===== config.mk =====
export PLATFORM = sky130hd
export DESIGN_NAME = alu_sequencer
export DESIGN_NICKNAME = d
export VERILOG_FILES = /design/src/rtl/alu_sequencer.sv
export SDC_FILE = /design/constraint.sdc
export NUM_CORES = 1
export LEC_CHECK = 0
export ABC_AREA = 1
export CORE_MARGIN = 2
export CORE_UTILIZATION = 39
export DETAILED_ROUTE_END_ITERATION = 12
export PLACE_DENSITY = 0.75
export SETUP_SLACK_MARGIN = 0.5
export SYNTH_ARGS = -nofsm -noshare
export SYNTH_HDL_FRONTEND = slang
export SYNTH_SLANG_ARGS = --single-unit

===== constraint.sdc =====
create_clock -name clk -period 1.3 [get_ports clk]
set_input_delay 0.195 -clock clk [delete_from_list [all_inputs] [get_ports clk]]
set_output_delay 0.195 -clock clk [all_outputs]
set_load 0.1 [all_outputs]

===== src/rtl/alu_sequencer.sv =====
// Accumulator-style command sequencer feeding one combinational ALU and returning results with flags.
// Optional sticky overflow flag (stickyOvf/ovfClear) is enabled by defining ALUSEQ_STICKY_OVF_EN.
module alu_sequencer #(
   parameter int BITWIDTH = 8
) (
   input  logic                clk,
   input  logic                rst_n,
   input  logic                cmdValid,
   output logic                cmdReady,
   input  logic                cmdLoad,
   input  logic [4:0]          cmdOp,
   input  logic [BITWIDTH-1:0] cmdData,
   output logic [BITWIDTH-1:0] aluOpA,
   output logic [BITWIDTH-1:0] aluOpB,
   output logic [4:0]          aluOp,
   input  logic [BITWIDTH-1:0] aluResult,
   input  logic                aluOverflow,
   input  logic                aluZero,
   input  logic                aluSign,
   output logic                resValid,
   input  logic                resReady,
   output logic [BITWIDTH-1:0] resData,
   output logic [2:0]          resFlags,
   output logic [BITWIDTH-1:0] acc
`ifdef ALUSEQ_STICKY_OVF_EN
   ,
   output logic                stickyOvf,
   input  logic                ovfClear
`endif
);

   typedef enum logic [1:0] {
      ST_IDLE = 2'd0,
      ST_EXEC = 2'd1,
      ST_RESP = 2'd2
   } state_t;

   state_t              state_r;
   logic                cmd_ready_r;
   logic                res_valid_r;
   logic [BITWIDTH-1:0] acc_r;
   logic [BITWIDTH-1:0] opa_r;
   logic [BITWIDTH-1:0] opb_r;
   logic [4:0]          op_r;
   logic [BITWIDTH-1:0] res_data_r;
   logic [2:0]          res_flags_r;

   // Command/result FSM; handshake flags are registered alongside the state so they never glitch.
   always_ff @(posedge clk) begin
      if (!rst_n) begin
         state_r     <= ST_IDLE;
         cmd_ready_r <= 1'b1;
         res_valid_r <= 1'b0;
         acc_r       <= {BITWIDTH{1'b0}};
         opa_r       <= {BITWIDTH{1'b0}};
         opb_r       <= {BITWIDTH{1'b0}};
         op_r        <= 5'd0;
         res_data_r  <= {BITWIDTH{1'b0}};
         res_flags_r <= 3'b000;
      end else begin
         case (state_r)
            ST_IDLE: begin
               if (cmdValid) begin
                  if (cmdLoad) begin
                     acc_r <= cmdData;
                  end else begin
                     opa_r       <= acc_r;
                     opb_r       <= cmdData;
                     op_r        <= cmdOp;
                     cmd_ready_r <= 1'b0;
                     state_r     <= ST_EXEC;
                  end
               end else begin
                  cmd_ready_r <= 1'b1;
               end
            end
            ST_EXEC: begin
               // ALU has had a full cycle to settle on the registered operands.
               acc_r       <= aluResult;
               res_data_r  <= aluResult;
               res_flags_r <= {aluOverflow, aluZero, aluSign};
               res_valid_r <= 1'b1;
               state_r     <= ST_RESP;
            end
            ST_RESP: begin
               if (resReady) begin
                  res_valid_r <= 1'b0;
                  cmd_ready_r <= 1'b1;
                  state_r     <= ST_IDLE;
               end else begin
                  res_valid_r <= 1'b1;
               end
            end
            default: begin
               res_valid_r <= 1'b0;
               cmd_ready_r <= 1'b1;
               state_r     <= ST_IDLE;
            end
         endcase
      end
   end

`ifdef ALUSEQ_STICKY_OVF_EN
   logic sticky_ovf_r;

   // Sticky overflow: a set at the EXEC edge takes priority over a same-cycle clear.
   always_ff @(posedge clk) begin
      if (!rst_n) begin
         sticky_ovf_r <= 1'b0;
      end else if ((state_r == ST_EXEC) && aluOverflow) begin
         sticky_ovf_r <= 1'b1;
      end else if (ovfClear) begin
         sticky_ovf_r <= 1'b0;
      end else begin
         sticky_ovf_r <= sticky_ovf_r;
      end
   end

   assign stickyOvf = sticky_ovf_r;
`endif

   assign cmdReady = cmd_ready_r;
   assign resValid = res_valid_r;
   assign acc      = acc_r;
   assign aluOpA   = opa_r;
   assign aluOpB   = opb_r;
   assign aluOp    = op_r;
   assign resData  = res_data_r;
   assign resFlags = res_flags_r;

endmodule


==> impl_metrics.csv, run 1 <==
group,metric,value,unit
status,result_of_the_run,"finished clean",
timing,fmax,808,MHz
worst_hold_path,hp-class,"input port to flip-flop",
final_layout,area_of_combinational_cells_with_multiple_inputs,833,um^2
final_layout,finish.net_count,371,
clocking,clk_pin_slew,80,ps
floorplanning,die_x,72.8,um
timing,final.min_clock_period,1240,ps
clocking,tritoncts_num_sinks,44,
route,drt_iter0_drc,65,
synthesis,synth_seq_area_share,47.8,%
global_routing,number_of_global_route_vias_before_repair,1819,
final_layout,fillerInstances,322,
floorplanning,start_util,39.8,%
run,maxCapViolations,0,
place,dp.final_hpwl,3360,um
worst_setup_path,worstPathMaxFanout,6,
worst_setup_path,critical_path_arrival,1420,ps
route,wire_per_inst,12.9,um
final_layout,antenna_cells_inserted,0,
place,pre_cts_slack,-96.7,ps
synthesis,synthesis.yosys.warnings,0,
timing,postLayoutSetupSlackWorst,62.7,ps
global_routing,gr_met2_demand_resource,34.5,%
synthesis,synth.net_count,289,
global_routing,antenna_violations_before_repair,0,
place,post-place-cells,371,
worst_setup_path,criticalPathCategory,"flip-flop to flip-flop",
synthesis,yosys.cell_types.count,19,
final_layout,final_layout_size_suffix_gt1_share,39.2,%
global_routing,first_pass_grt_wire_length,8300,um
clocking,insertion_delay,290,ps
global_routing,globalRouteTotalUtil,20.1,%
place,final_wtd_congestion,0.754,
route,drc_errors,0,
timing,timing.max_slew.rel_slack,88.0,%
global_routing,global_routing_met3_resource_utilization,4.56,%
global_routing,grt_busiest_layer,"met2",
final_layout,instances_no_fill,391,
floorplanning,die_area,5290,um^2
global_routing,gr-usage-met1,24.4,%
timing,final.setup_skew,3.84,ps
final_layout,layout-area-overhead-vs-synth,87.7,%
worst_setup_path,critPathLaunchType,"flip-flop",
route,drtAntennaViolNets,0,
final_layout,final_core_utilization,74.8,%
clocking,cts_htree_levels,2,
clocking,cts_root_buffer,"clkbuf_8",
worst_hold_path,min_path_cells,3,
synthesis,syn_inst,255,
floorplanning,boundaryPins,71,
worst_setup_path,timing.reg2reg.worst_path_depth,8,
timing,hold-worst-slack,472,ps
route,dr.pass1.iters,4,
floorplanning,fp.dieH,72.8,um
synthesis,post_synth.cell_area_avg,7.23,um^2
timing,setup_repair_after_global_routing_missed_its_margin,"true",
clocking,numCtsBuffers,5,
synthesis,flops_latches_synth,44,
timing,tightestPinTransition,180,ps
timing,maxSlewViolCount,0,
timing,hold_viol_final,0,
worst_setup_path,kind_of_capture_point_of_the_worst_setup_path,"flip-flop",
final_layout,seq_area,1040,um^2
clocking,tritoncts,"done",
timing,layout_worst_path_cycle_share,95.2,%
global_routing,maximum_number_of_pins_on_one_net_before_global_route_repair,45,
floorplanning,fp-row-count,25,
timing,timing.final.setup_violations,0,
route,avgViaCountPerCell,4.75,
global_routing,global_route.overflow_total,0,
route,total_number_of_vias,1859,
route,route.final.wire_length,5050,um
clocking,ctsLongestPathBuffers,2,
synthesis,syn-cell-area,1840,um^2
worst_setup_path,worstPathRequired,1490,ps
place,buffer_ports.inserted,70,
floorplanning,area_inside_the_core_boundary,4630,um^2
## Yosys cell counts
| cell type | number | area [um^2] |
|---|---|---|
| a21oi_1 | 25 | 125 |
| nand2_1 | 50 | 188 |
| nor2_1 | 40 | 150 |
| buf_2 | 1 | 5.00 |
| inv_2 | 3 | 11.3 |
| buf_1 | 1 | 3.75 |
| o21ai_0 | 33 | 165 |
| ha_1 | 5 | 62.6 |
| buf_6 | 2 | 22.5 |
| inv_1 | 34 | 128 |
| nand2_4 | 1 | 11.3 |
| clkbuf_1 | 8 | 30.0 |
| nand3_4 | 1 | 17.5 |
| dfxtp_1 | 44 | 881 |
| nand2_2 | 2 | 12.5 |
| nand3_2 | 1 | 10.0 |
| inv_4 | 1 | 6.26 |
| o21ai_1 | 1 | 5.00 |
| nand3_1 | 2 | 10.0 |
## cell families (layout without fill, tap and decap cells)
family | after synthesis | count (layout) | synth area share [%]
buffers and inverters | 50 | 131 | 11.2
flip-flops | 44 | 44 | 47.8
AND/OR/NAND/NOR | 97 | 98 | 21.6
adder cells (fa/ha/maj) | 5 | 5 | 3.39
AO/OA/AOI/OAI | 59 | 59 | 16.0
## through the flow
stage | TNS, ps | area, um^2
floorplan | 0 | 2060
global placement | -703 | 3220
detailed placement | -1440 | 3220
CTS | 0 | 3440
global route | 0 | 3460
finish | 0 | 3460
## sequential cells by signal (all words and copies together), names as in the netlist
| register | flops |
|---|---|
| resData | 8 |
| aluOpB | 8 |
| acc | 8 |
| resFlags | 3 |
| aluOpA | 8 |
| state_r | 2 |
| resValid | 1 |
| cmdReady | 1 |
| aluOp | 5 |
## worst max-delay path: stages, from the launching register on
cell     delay, ps
dfxtp_2        340
inv_4          100
ha_4           190
inv_6           50
buf_12         120
nand2_1         60
nand2_1         70
nor2_2         130
nor2_1          60
## layer usage
metal	part of all wire, %	vias to the layer above
li1	-	956
met1	40	823
met2	52	68
met3	6.2	12
met4	2.0	0
met5	0	-
## path summary, 6_finish.rpt
kind               start          end  slack (ps)
max           state_r[1]       acc[2]          60
min          aluOverflow  resFlags[2]         470
max reg2reg   state_r[1]       acc[2]          60
min reg2reg     aluOp[4]     aluOp[4]         480
## layout by cell type, fill, tap and decap left out, drive strengths merged
cell type      Yosys  layout
clkdlybuf4s50      0      28
inv               38      38
dfxtp             44      44
nor2              40      40
nand2             53      53
o21ai             34      34
ha                 5       5
nand3              4       5
clkbuf             8       6
clkinv             0       1
buf                4      58
a21oi             25      25
## what timing repair did
action                                  CTS  global route
setup buffers                            10             2
endpoints found under the hold margin     0             0
pin swaps                                 6             0
gates resized for setup                  17            16
hold buffers                              0             0
cloned                                    1             0
endpoints found under the setup margin   86            86
## final cells by class
cell class	instances	area share (%)
multi-input combinational	162	24.1
inverter	38	4.41
clock inverter	1	0.145
timing repair buffer	86	37.2
tap	54	1.95
sequential	44	30.2
clock buffer	6	2.10
Power of run 1 is not shown: default switching activity piles up to over one toggle a cycle in this logic, so the estimate is an artifact.
==> run 2: changes to the inputs <==
Settings changed: REMOVE_ABC_BUFFERS set to 1.
Clock period 1.3 ns to 1 ns, I/O delays scaled along.
==> run 2 against run 1 <==
The flow now finishes with violations (negative setup slack). Fmax decreased by 7.2%. First-iteration DRC count is 45% higher. Die area stayed put. Cell count is 7.2% higher. Clock skew up 3.5 ps. Count of clock-buffer cells in the layout is 1 lower. Highest routed layer unchanged. Utilization grew 8.9 points. Sequential share of layout area shrank 5.7 points. Via count rose by 14%. Routed wire length grew 33%.
==> impl_metrics.csv, run 2 (synthesis gave the netlist of run 1 again) <==
group,metric,value,unit
floorplanning,start_util,39.8,%
power_and_ir_drop,power.static_leakage,1.70,nW
timing,final.setup_skew,7.29,ps
timing,timing.final.setup_violations,74,
power_and_ir_drop,power-per-cell-area,3860,nW/um^2
floorplanning,area_inside_the_core_boundary,4630,um^2
place,pre_cts_slack,-366,ps
worst_setup_path,cpLargestDelayFamily,"buffers and inverters",
place,final_wtd_congestion,0.859,
clocking,cts_htree_levels,2,
global_routing,maximum_number_of_pins_on_one_net_before_global_route_repair,45,
timing,layout_worst_path_cycle_share,133,%
route,total_number_of_vias,2120,
final_layout,mostFrequentLayoutCell,"buf_12",
clocking,tritoncts_num_sinks,44,
timing,fmax,750,MHz
floorplanning,die_x,72.8,um
power_and_ir_drop,ir_worst_vdd,2.29,mV
run,maxCapViolations,0,
worst_setup_path,critPathLaunchType,"flip-flop",
final_layout,mostFrequentLayoutCells,"buf_12, nand2_1, dfxtp_2",
worst_setup_path,timing.critical_path.slowest_cell_delay,350,ps
floorplanning,boundaryPins,71,
worst_setup_path,criticalPathCategory,"flip-flop to flip-flop",
clocking,insertion_delay,310,ps
route,detailroute.wirelength.met2,3740,um
timing,hold_viol_final,0,
global_routing,global_route.overflow_total,0,
final_layout,finish.net_count,398,
clocking,numCtsBuffers,5,
clocking,cts_root_buffer,"clkbuf_8",
place,dp.final_hpwl,3440,um
place,placed_cell_area,3140,um^2
route,avgViaCountPerCell,5.06,
floorplanning,fp-row-count,25,
route,top_layer,"met4",
route,dr.pass1.iters,4,
clocking,cts.hold.buffers_added,0,
final_layout,layout-area-overhead-vs-synth,110,%
timing,maxSlewViolCount,0,
route,wire_per_inst,16.0,um
clocking,tritoncts,"done",
timing,tightestPinTransition,209,ps
status,result_of_the_run,"finished with violations",
worst_setup_path,worstPathMaxFanout,6,
route,drt_iter0_drc,94,
clocking,ctsLongestPathBuffers,2,
final_layout,final_layout_size_suffix_gt1_share,50.1,%
floorplanning,fp.dieH,72.8,um
worst_setup_path,worstPathRequired,1210,ps
status,violated_checks,"negative setup slack",
worst_setup_path,critical_path_arrival,1540,ps
clocking,clk_pin_slew,90,ps
worst_setup_path,kind_of_capture_point_of_the_worst_setup_path,"flip-flop",
timing,setup_repair_after_global_routing_missed_its_margin,"true",
worst_setup_path,buffers_and_inverters_on_the_worst_path,3,
global_routing,number_of_global_route_vias_before_repair,2149,
global_routing,globalRouteTotalUtil,25.0,%
worst_setup_path,timing.critical_path.cells,"inv_4 -> ha_4 -> nand3_4 -> buf_6 -> buf_12 -> o21ai_1 -> a21oi_1",
floorplanning,die_area,5290,um^2
final_layout,antenna_cells_inserted,0,
worst_setup_path,cp_slowest_cell,"dfxtp_2",
place,buffer_ports.inserted,70,
timing,timing.max_slew.rel_slack,86.1,%
global_routing,first_pass_grt_wire_length,9950,um
route,route.final.wire_length,6710,um
final_layout,final_area,3870,um^2
route,met3_wirelength,388,um
timing,postLayoutSetupSlackWorst,-333,ps
route,drtAntennaViolNets,0,
route,detail_route.wirelength.met1,2350,um
route,drc_errors,0,
global_routing,antenna_violations_before_repair,0,
timing,final.min_clock_period,1330,ps
worst_hold_path,hp-class,"input port to flip-flop",
[run 2: layout make-up]
cell class	count	area (um^2)
Sequential cell	44	947
Timing Repair Buffer	113	1630
Inverter	38	155
Multi-Input combinational cell	162	960
Clock inverter	3	47.5
Tap cell	54	67.6
Clock buffer	5	68.8
Fill cell	258	758
[run 2: path summary, 6_finish.rpt]
path               start     endpoint  slack [ps]  cells after the start
min          aluOverflow  resFlags[2]         420                      3
min reg2reg    aluOpB[4]    aluOpB[4]         480                      2
max reg2reg   state_r[1]    aluOpA[4]        -330                      7
max           state_r[1]    aluOpA[4]        -330                      7
[run 2: stage by stage]
stage	setup TNS [ps]	util [%]	cells	hold slack (ps)	power, mW
final	-11660	83.6	419	415	15.0
after global routing	-14940	83.6	419	431	15.5
after CTS	-10670	79.9	411	409	14.3
after detailed placement	-13280	67.8	384	472	11.4
after global placement	-11780	67.8	384	467	11.3
after floorplan	-19220	-	243	234	7.98
[run 2: power by group]
part | internal [mW] | total (mW) | switching, mW | leakage [nW]
clock network | 0.753 | 1.43 | 0.682 | 0.0583
logic | 4.12 | 10.4 | 6.28 | 1.26
registers | 2.47 | 3.12 | 0.647 | 0.379
total | 7.35 | 15.0 | 7.61 | 1.70
[run 2: metal layers]
| metal | vias to the layer above | track usage (%) |
|---|---|---|
| met1 | 999 | 24.6 |
| met2 | 86 | 45.8 |
| met5 | - | 0 |
| met3 | 23 | 6.35 |
| li1 | 1012 | - |
| met4 | 0 | 16.9 |
[run 2: tightest hold or removal path, cell delays in order]
cell and delay, ps:
clkdlybuf4s50_1 400, nor2_1 100, nor2_1 50
[run 2: timing repair]
| action | CTS | global route |
|---|---|---|
| setup endpoints to repair | 86 | 86 |
| buffers inserted | 14 | 7 |
| endpoints found under the hold margin | 0 | 0 |
| resized for setup | 94 | 36 |
| gates cloned | 5 | 1 |
| pin swaps | 11 | 8 |
No activity file was read; power rests on OpenSTA's default activity.
